## src/rtl/if_fetch_stage_pkg.sv

```systemverilog
// Shared types and constants for the instruction-fetch stage.
// Provides datapath widths, the PC increment, the NOP encoding and the
// prefetch-queue entry layout {pc_plus4, instr}.
package if_fetch_stage_pkg;

    localparam int unsigned INSTR_W = 32;
    localparam int unsigned ADDR_W  = 32;
    localparam int unsigned PC_INC  = 4;

    localparam logic [INSTR_W-1:0] NOP_INSTR = 32'b0;

    // One prefetch-queue slot: address of the following instruction plus the word.
    typedef struct packed {
        logic [ADDR_W-1:0]  pc_plus4;
        logic [INSTR_W-1:0] instr;
    } fq_entry_t;

endpackage

```

## src/rtl/if_fetch_stage_if.sv

```systemverilog
// Instruction-memory request/response bundle.
//   imem_req   : fetch request this cycle (master -> memory)
//   imem_addr  : byte address of the request (master -> memory)
//   imem_gnt   : memory accepts the request this cycle (memory -> master)
//   imem_rdata : read data, valid the cycle after an accepted request
interface if_fetch_stage_if;
    import if_fetch_stage_pkg::*;

    logic               imem_req;
    logic [ADDR_W-1:0]  imem_addr;
    logic               imem_gnt;
    logic [INSTR_W-1:0] imem_rdata;

    modport master (
        output imem_req,
        output imem_addr,
        input  imem_gnt,
        input  imem_rdata
    );

    modport slave (
        input  imem_req,
        input  imem_addr,
        output imem_gnt,
        output imem_rdata
    );

endinterface

```

## src/rtl/if_fetch_stage_fetch_queue.sv

```systemverilog
// Prefetch FIFO with synchronous flush.
//   clk, rst        : clock, asynchronous active-low reset
//   flush           : empty the queue at this edge (overrides push/pop)
//   push, push_data : enqueue one entry
//   pop             : dequeue the head entry (ignored when empty)
//   count, empty    : occupancy
//   head            : current head entry (undefined content when empty)
module if_fetch_stage_fetch_queue
    import if_fetch_stage_pkg::*;
#(
    parameter  int unsigned FQ_DEPTH = 4,
    localparam int unsigned PTR_W    = $clog2(FQ_DEPTH),
    localparam int unsigned CNT_W    = $clog2(FQ_DEPTH) + 1
) (
    input  logic             clk,
    input  logic             rst,
    input  logic             flush,
    input  logic             push,
    input  fq_entry_t        push_data,
    input  logic             pop,
    output logic [CNT_W-1:0] count,
    output logic             empty,
    output fq_entry_t        head
);

    fq_entry_t        mem [FQ_DEPTH];
    logic [PTR_W-1:0] rd_ptr;
    logic [PTR_W-1:0] wr_ptr;
    logic             pop_ok;

    assign empty  = (count == '0);
    assign pop_ok = pop & ~empty;
    assign head   = mem[rd_ptr];

    // Pointer and occupancy tracking; depth is a power of two so pointers wrap naturally.
    always_ff @(posedge clk or negedge rst) begin
        if (!rst) begin
            rd_ptr <= '0;
            wr_ptr <= '0;
            count  <= '0;
        end else if (flush) begin
            rd_ptr <= '0;
            wr_ptr <= '0;
            count  <= '0;
        end else begin
            if (push)   wr_ptr <= wr_ptr + PTR_W'(1);
            if (pop_ok) rd_ptr <= rd_ptr + PTR_W'(1);
            case ({push, pop_ok})
                2'b10:   count <= count + CNT_W'(1);
                2'b01:   count <= count - CNT_W'(1);
                default: count <= count;
            endcase
        end
    end

    // Storage needs no reset; occupancy guards every read.
    always_ff @(posedge clk) begin
        if (push && !flush) mem[wr_ptr] <= push_data;
    end

endmodule

```

## src/rtl/if_fetch_stage.sv

```systemverilog
// Instruction-fetch front end.
// Owns the fetch PC, issues requests to a 1-cycle-latency instruction memory,
// buffers returned words in a prefetch queue and presents the head to decode.
//   clk, rst    : clock, asynchronous active-low reset
//   imem        : instruction-memory request/response (master side)
//   Br_taken    : branch redirect from execute (highest priority)
//   Br_addr     : redirect target
//   freeze      : decode stall; hold the current head
//   Instruction : head instruction (NOP when empty)
//   PC          : head instruction address + 4 (0 when empty)
//   inst_valid  : Instruction/PC are meaningful
module if_fetch_stage
    import if_fetch_stage_pkg::*;
#(
    parameter logic [ADDR_W-1:0] PC_RESET = 32'h0000_0000,
    parameter int unsigned       FQ_DEPTH = 4
) (
    input  logic               clk,
    input  logic               rst,
    if_fetch_stage_if.master   imem,
    input  logic               Br_taken,
    input  logic [ADDR_W-1:0]  Br_addr,
    input  logic               freeze,
    output logic [INSTR_W-1:0] Instruction,
    output logic [ADDR_W-1:0]  PC,
    output logic               inst_valid
);

    localparam int unsigned CNT_W = $clog2(FQ_DEPTH) + 1;
    localparam int unsigned OCC_W = CNT_W + 1;

    logic [ADDR_W-1:0] fetch_pc;
    logic              pending;
    logic              kill;
    logic              accept;
    logic [OCC_W-1:0]  occ;
    logic [CNT_W-1:0]  fq_count;
    logic              fq_empty;
    logic              fq_push;
    logic              fq_pop;
    fq_entry_t         fq_in;
    fq_entry_t         fq_head;

    // Words held plus the one in flight never exceed the queue depth.
    assign occ           = OCC_W'(fq_count) + OCC_W'(pending);
    assign imem.imem_req = rst & ~Br_taken & (occ < OCC_W'(FQ_DEPTH));
    assign imem.imem_addr = fetch_pc;
    assign accept        = imem.imem_req & imem.imem_gnt;

    // While a response is pending fetch_pc already equals its address + 4.
    assign fq_in.pc_plus4 = fetch_pc;
    assign fq_in.instr    = imem.imem_rdata;
    assign fq_push        = pending & ~kill & ~Br_taken;
    assign fq_pop         = ~fq_empty & ~freeze & ~Br_taken;

    assign inst_valid  = ~fq_empty;
    assign Instruction = fq_empty ? NOP_INSTR : fq_head.instr;
    assign PC          = fq_empty ? '0 : fq_head.pc_plus4;

    // Fetch PC, outstanding-response and stale-response tracking.
    always_ff @(posedge clk or negedge rst) begin
        if (!rst) begin
            fetch_pc <= PC_RESET;
            pending  <= 1'b0;
            kill     <= 1'b0;
        end else if (Br_taken) begin
            fetch_pc <= Br_addr;
            pending  <= 1'b0;
            kill     <= pending | accept;
        end else begin
            if (accept) fetch_pc <= fetch_pc + ADDR_W'(PC_INC);
            pending <= accept;
            kill    <= 1'b0;
        end
    end

    if_fetch_stage_fetch_queue #(
        .FQ_DEPTH (FQ_DEPTH)
    ) u_fetch_queue (
        .clk       (clk),
        .rst       (rst),
        .flush     (Br_taken),
        .push      (fq_push),
        .push_data (fq_in),
        .pop       (fq_pop),
        .count     (fq_count),
        .empty     (fq_empty),
        .head      (fq_head)
    );

endmodule

```

## src/flat_wrapper.sv

```systemverilog
// flat-port wrapper written by rule: the top's interface ports become plain ports
module if_fetch_stage_flat import if_fetch_stage_pkg::*;
#(
    parameter logic [ADDR_W-1:0] PC_RESET = 32'h0000_0000,
    parameter int unsigned       FQ_DEPTH = 4
)
  (clk, rst, Br_taken, Br_addr, freeze, Instruction, PC, inst_valid, imem_imem_req, imem_imem_addr, imem_imem_gnt, imem_imem_rdata);
  if_fetch_stage_if imem_i ();
  input  logic clk;
  input  logic rst;
  input  logic Br_taken;
  input  logic [ADDR_W-1:0] Br_addr;
  input  logic freeze;
  output logic [INSTR_W-1:0] Instruction;
  output logic [ADDR_W-1:0] PC;
  output logic inst_valid;
  output wire logic [$bits(imem_i.imem_req)-1:0] imem_imem_req;
  output wire logic [$bits(imem_i.imem_addr)-1:0] imem_imem_addr;
  input wire logic [$bits(imem_i.imem_gnt)-1:0] imem_imem_gnt;
  input wire logic [$bits(imem_i.imem_rdata)-1:0] imem_imem_rdata;
  assign imem_imem_req = imem_i.imem_req;
  assign imem_imem_addr = imem_i.imem_addr;
  assign imem_i.imem_gnt = imem_imem_gnt;
  assign imem_i.imem_rdata = imem_imem_rdata;
  if_fetch_stage #(.PC_RESET(PC_RESET), .FQ_DEPTH(FQ_DEPTH)) u_core (.clk(clk), .rst(rst), .imem(imem_i), .Br_taken(Br_taken), .Br_addr(Br_addr), .freeze(freeze), .Instruction(Instruction), .PC(PC), .inst_valid(inst_valid));
endmodule
```

## config.mk

```make
export PLATFORM = sky130hd
export DESIGN_NAME = if_fetch_stage_flat
export DESIGN_NICKNAME = d
export VERILOG_FILES = /design/src/rtl/if_fetch_stage_pkg.sv /design/src/rtl/if_fetch_stage_if.sv /design/src/rtl/if_fetch_stage_fetch_queue.sv /design/src/rtl/if_fetch_stage.sv /design/src/flat_wrapper.sv
export SDC_FILE = /design/constraint.sdc
export NUM_CORES = 1
export LEC_CHECK = 0
export CAP_MARGIN = 20
export CORE_ASPECT_RATIO = 2
export CORE_MARGIN = 2
export CORE_UTILIZATION = 40
export DETAILED_ROUTE_END_ITERATION = 16
export DONT_BUFFER_PORTS = 1
export SLEW_MARGIN = 20
export SYNTH_ARGS = -nofsm -noshare
export SYNTH_HDL_FRONTEND = slang
export SYNTH_SLANG_ARGS = --single-unit
```

## constraint.sdc

```tcl
create_clock -name clk -period 6.7 [get_ports clk]
set_clock_uncertainty 0.1 [all_clocks]
set_input_delay 1.34 -clock clk [delete_from_list [all_inputs] [get_ports clk]]
set_output_delay 1.34 -clock clk [all_outputs]
set_load 0.1 [all_outputs]
```

==> parameters.txt <==
Parameter                              Value

Clock network
  Clock-pin slew on the worst setup and hold paths    60 ps
  Deepest clock path buffer count    3
  Post-CTS Resized    0
  Buffers inserted during post-CTS setup optimization    0
  CTS Buf Count    26
  Number of buffers inserted for hold repair after clock tree synthesis    0
  CTS root buffer    sky130_fd_sc_hd__clkbuf_16
  Clock insertion delay at the later pin of the skew report    530 ps
  # H-tree levels    1
  TritonCTS clock tree    done
  Clock Sink Count    around 300

Global route
  Total global routing track utilization    16.7%
  M1 GR Usage    between 10% and 20%
  Number of global-route vias before repair    6794
  Maximum number of pins on one net before global-route repair    66
  Highest-utilization routing layer at the global route stage    met2
  Met2 track utilization from global routing    between 30% and 40%
  GR Overflow Total    0
  GR Util met3    3.34%
  Global-route wire length before repair    40200 µm
  Initial antenna violation count    2

Min path
  Kind of path behind the tightest hold check    reg -> reg

Logic synthesis
  Average cell area after synthesis    17.7 µm²
  Share of async-settable or async-resettable flops after synthesis    13.8%
  Count of distinct cell types in the synthesized netlist    54
  Number of enable flip-flop cells after synthesis    256
  Number of nets produced by synthesis    approximately 770
  Synthesis-stage register bit count    297
  Post-Synthesis Cell Area    12200 µm²
  Share of the yosys chip area belonging to registers    71.5%
  Dominant register cell in the synthesized netlist    sky130_fd_sc_hd__edfxtp_1
  Mapped Cells    690
  Yosys warning total    0

Floorplan
  I/O pin count    167
  FP Rows    90
  Floorplan die area    roughly 32000 µm²
  Die span in x    127 µm
  Height of the die    ~250 µm
  Initial core utilization    40.5%
  Core Area    between 30000 and 40000 µm²

STA
  Top achievable clock speed    213 MHz
  Slew HR    a little under a quarter
  Slew of the pin with the lowest slew margin    1140 ps
  Final worst path period share    70.1%
  Final setup slack of the worst path    2000 ps
  Max-slew violation count    0
  Final setup violation count    0
  Hold Violations, Final    0
  Unrepaired setup endpoints after global routing    false
  Final critical delay including setup and external delays    between 4000 and 5000 ps
  TNS Setup    0 ps

Drt
  DRC marker count from the first detailed-route iteration    465
  Avg Vias per Cell    5.76
  Post-Route WL    between 20000 and 30000 µm
  Remaining DRCs    0
  Router iterations before antenna repair    5
  Average wire per standard cell    ~24 µm
  Number of nets still failing antenna checks after routing    0
  Via Count    approximately 6300

Finish
  Share of post-route cells with drive strength above 1    22.0%
  Utilization after layout    45.3%
  Most common cell after layout, fill and taps aside    sky130_fd_sc_hd__edfxtp_1
  # fillers    about 2500
  Post-layout nets    785
  Relative area change from synthesis to final layout    11.7%
  Fin area    roughly 14000 µm²
  Most used cells in the layout excluding fill and tap cells    sky130_fd_sc_hd__edfxtp_1, sky130_fd_sc_hd__and2_1, sky130_fd_sc_hd__mux4_2

Critical path
  CP Class    reg -> out
  Cells along the critical path    buf_4 > mux4_2 > and2_1
  CP endpoint kind    output pin
  Largest driver fanout on the critical path    46
  Crit path buffers/inverters    1
  CP top delay family    flip-flops
  Longest individual stage delay on the worst path    1070 ps
  Worst path arrival time    3260 ps
  Critical path's slowest cell    sky130_fd_sc_hd__dfrtp_4
  Critical Path Source Type    flip-flop
  WP data required    5260 ps

Placed design
  Dpl cell area    12700 µm²
  Worst setup timing slack at the placement stage    2410 ps
  Routability congestion estimate    0.814
  Number of buffers inserted by port buffering    0
  Half-perimeter wire length after placement    about 16000 µm

Pwr
  Reported leakage power    4.47 nW
  Max VDD drop    246 µV
  Power Density    443 nW/µm²

Status
  Run status    complete, no violations

Job
  Maximum capacitance violations    0
[cell usage after synthesis, drive strengths merged (5+ instances only)]
| cell | n | area, µm² |
|---|---|---|
| edfxtp | 256 | 7690 |
| and2 | 71 | 444 |
| mux4 | 64 | 1440 |
| dfrtp | 41 | 1030 |
| nand2 | 35 | 131 |
| nor2 | 31 | 121 |
| o21ai | 20 | 100 |
| nand3 | 19 | 118 |
| clkbuf | 18 | 67.6 |
| buf | 15 | 70.1 |
| nand4 | 12 | 81.3 |
| inv | 10 | 37.5 |
| nor3 | 8 | 51.3 |
| nor4 | 7 | 73.8 |
| xor2 | 7 | 61.3 |
| a21oi | 5 | 25.0 |
| a22oi | 5 | 37.5 |
| ha | 5 | 62.6 |
| mux2i | 5 | 50.1 |
| xnor2 | 5 | 43.8 |
[through the flow]
stage	instances	power [mW]	hold WS [ps]
5_1_grt	1097	6.23	361
6_report	1097	6.03	383
3_5_place_dp	1048	4.61	378
3_3_place_gp	1048	4.57	400
4_1_cts	1093	6.11	353
2_1_floorplan	690	4.37	364
[routing by layer]
metal / wire [µm] / part of all wire (%)
met1: 9100 / 34
met2: 15000 / 56
met3: 1720 / 6.5
met4: 760 / 2.9
met5: 0 / 0
[kinds of logic after synthesis]
kind of cell / synth area share [%]
AOI/OAI and AO/OA: 3.09
xor gates and xnor gates: 0.863
adders and majority gates: 0.678
buffers and inverters: 1.44
DFF: 71.5
muxes: 12.6
and+or+nand+nor: 9.78
[path summary, 6_finish.rpt]
check	end	cells past startpoint	slack (ps)	startpoint
worst max-delay path	PC[9]	3	2000	u_core.u_fetch_queue.rd_ptr[0]
worst min-delay path	u_core.kill	1	380	u_core.pending
worst max register to register	u_core.imem.imem_addr[23]	5	3810	u_core.imem.imem_addr[19]
worst min register to register	u_core.kill	1	380	u_core.pending
max in group asynchronous	u_core.imem.imem_addr[27]	0	5990	rst
min in group asynchronous	u_core.imem.imem_addr[10]	0	390	rst
[power breakdown]
| group | internal, mW | leakage (nW) | switching (mW) |
|---|---|---|---|
| registers | 2.07 | 2.81 | 0.204 |
| logic | 0.375 | 1.23 | 1.88 |
| clock network | 0.848 | 0.422 | 0.645 |
[registers in the layout, indices dropped and copies added, names as in the netlist]
| register | cells |
|---|---|
| u_core.u_fetch_queue.wr_ptr | 2 |
| u_core.kill | 1 |
| u_core.imem.imem_addr | 32 |
| u_core.pending | 1 |
| u_core.u_fetch_queue.rd_ptr | 2 |
| u_core.u_fetch_queue.count | 3 |
| u_core.u_fetch_queue.mem | 256 |
[worst register-to-register path, cell delays in order, from the launching register on]
cell and delay (ps):
sky130_fd_sc_hd__dfrtp_1 1100, sky130_fd_sc_hd__nand4_1 480, sky130_fd_sc_hd__nor3_4 420, sky130_fd_sc_hd__nand3_2 150
sky130_fd_sc_hd__or4b_1 480, sky130_fd_sc_hd__nand3_1 90
[layout make-up]
type / instances / area, µm² / area share (%)
repair buffers: 25 / 221 / 1.63
diodes: 2 / 5.00 / 0.0368
well taps: 368 / 460 / 3.38
inverters: 10 / 37.5 / 0.276
flip-flops and latches: 297 / 8730 / 64.2
clock inverters: 17 / 165 / 1.21
clock buffers: 28 / 679 / 4.99
multi-input cells: 350 / 3310 / 24.3
Power figures use the tool's default switching activity.
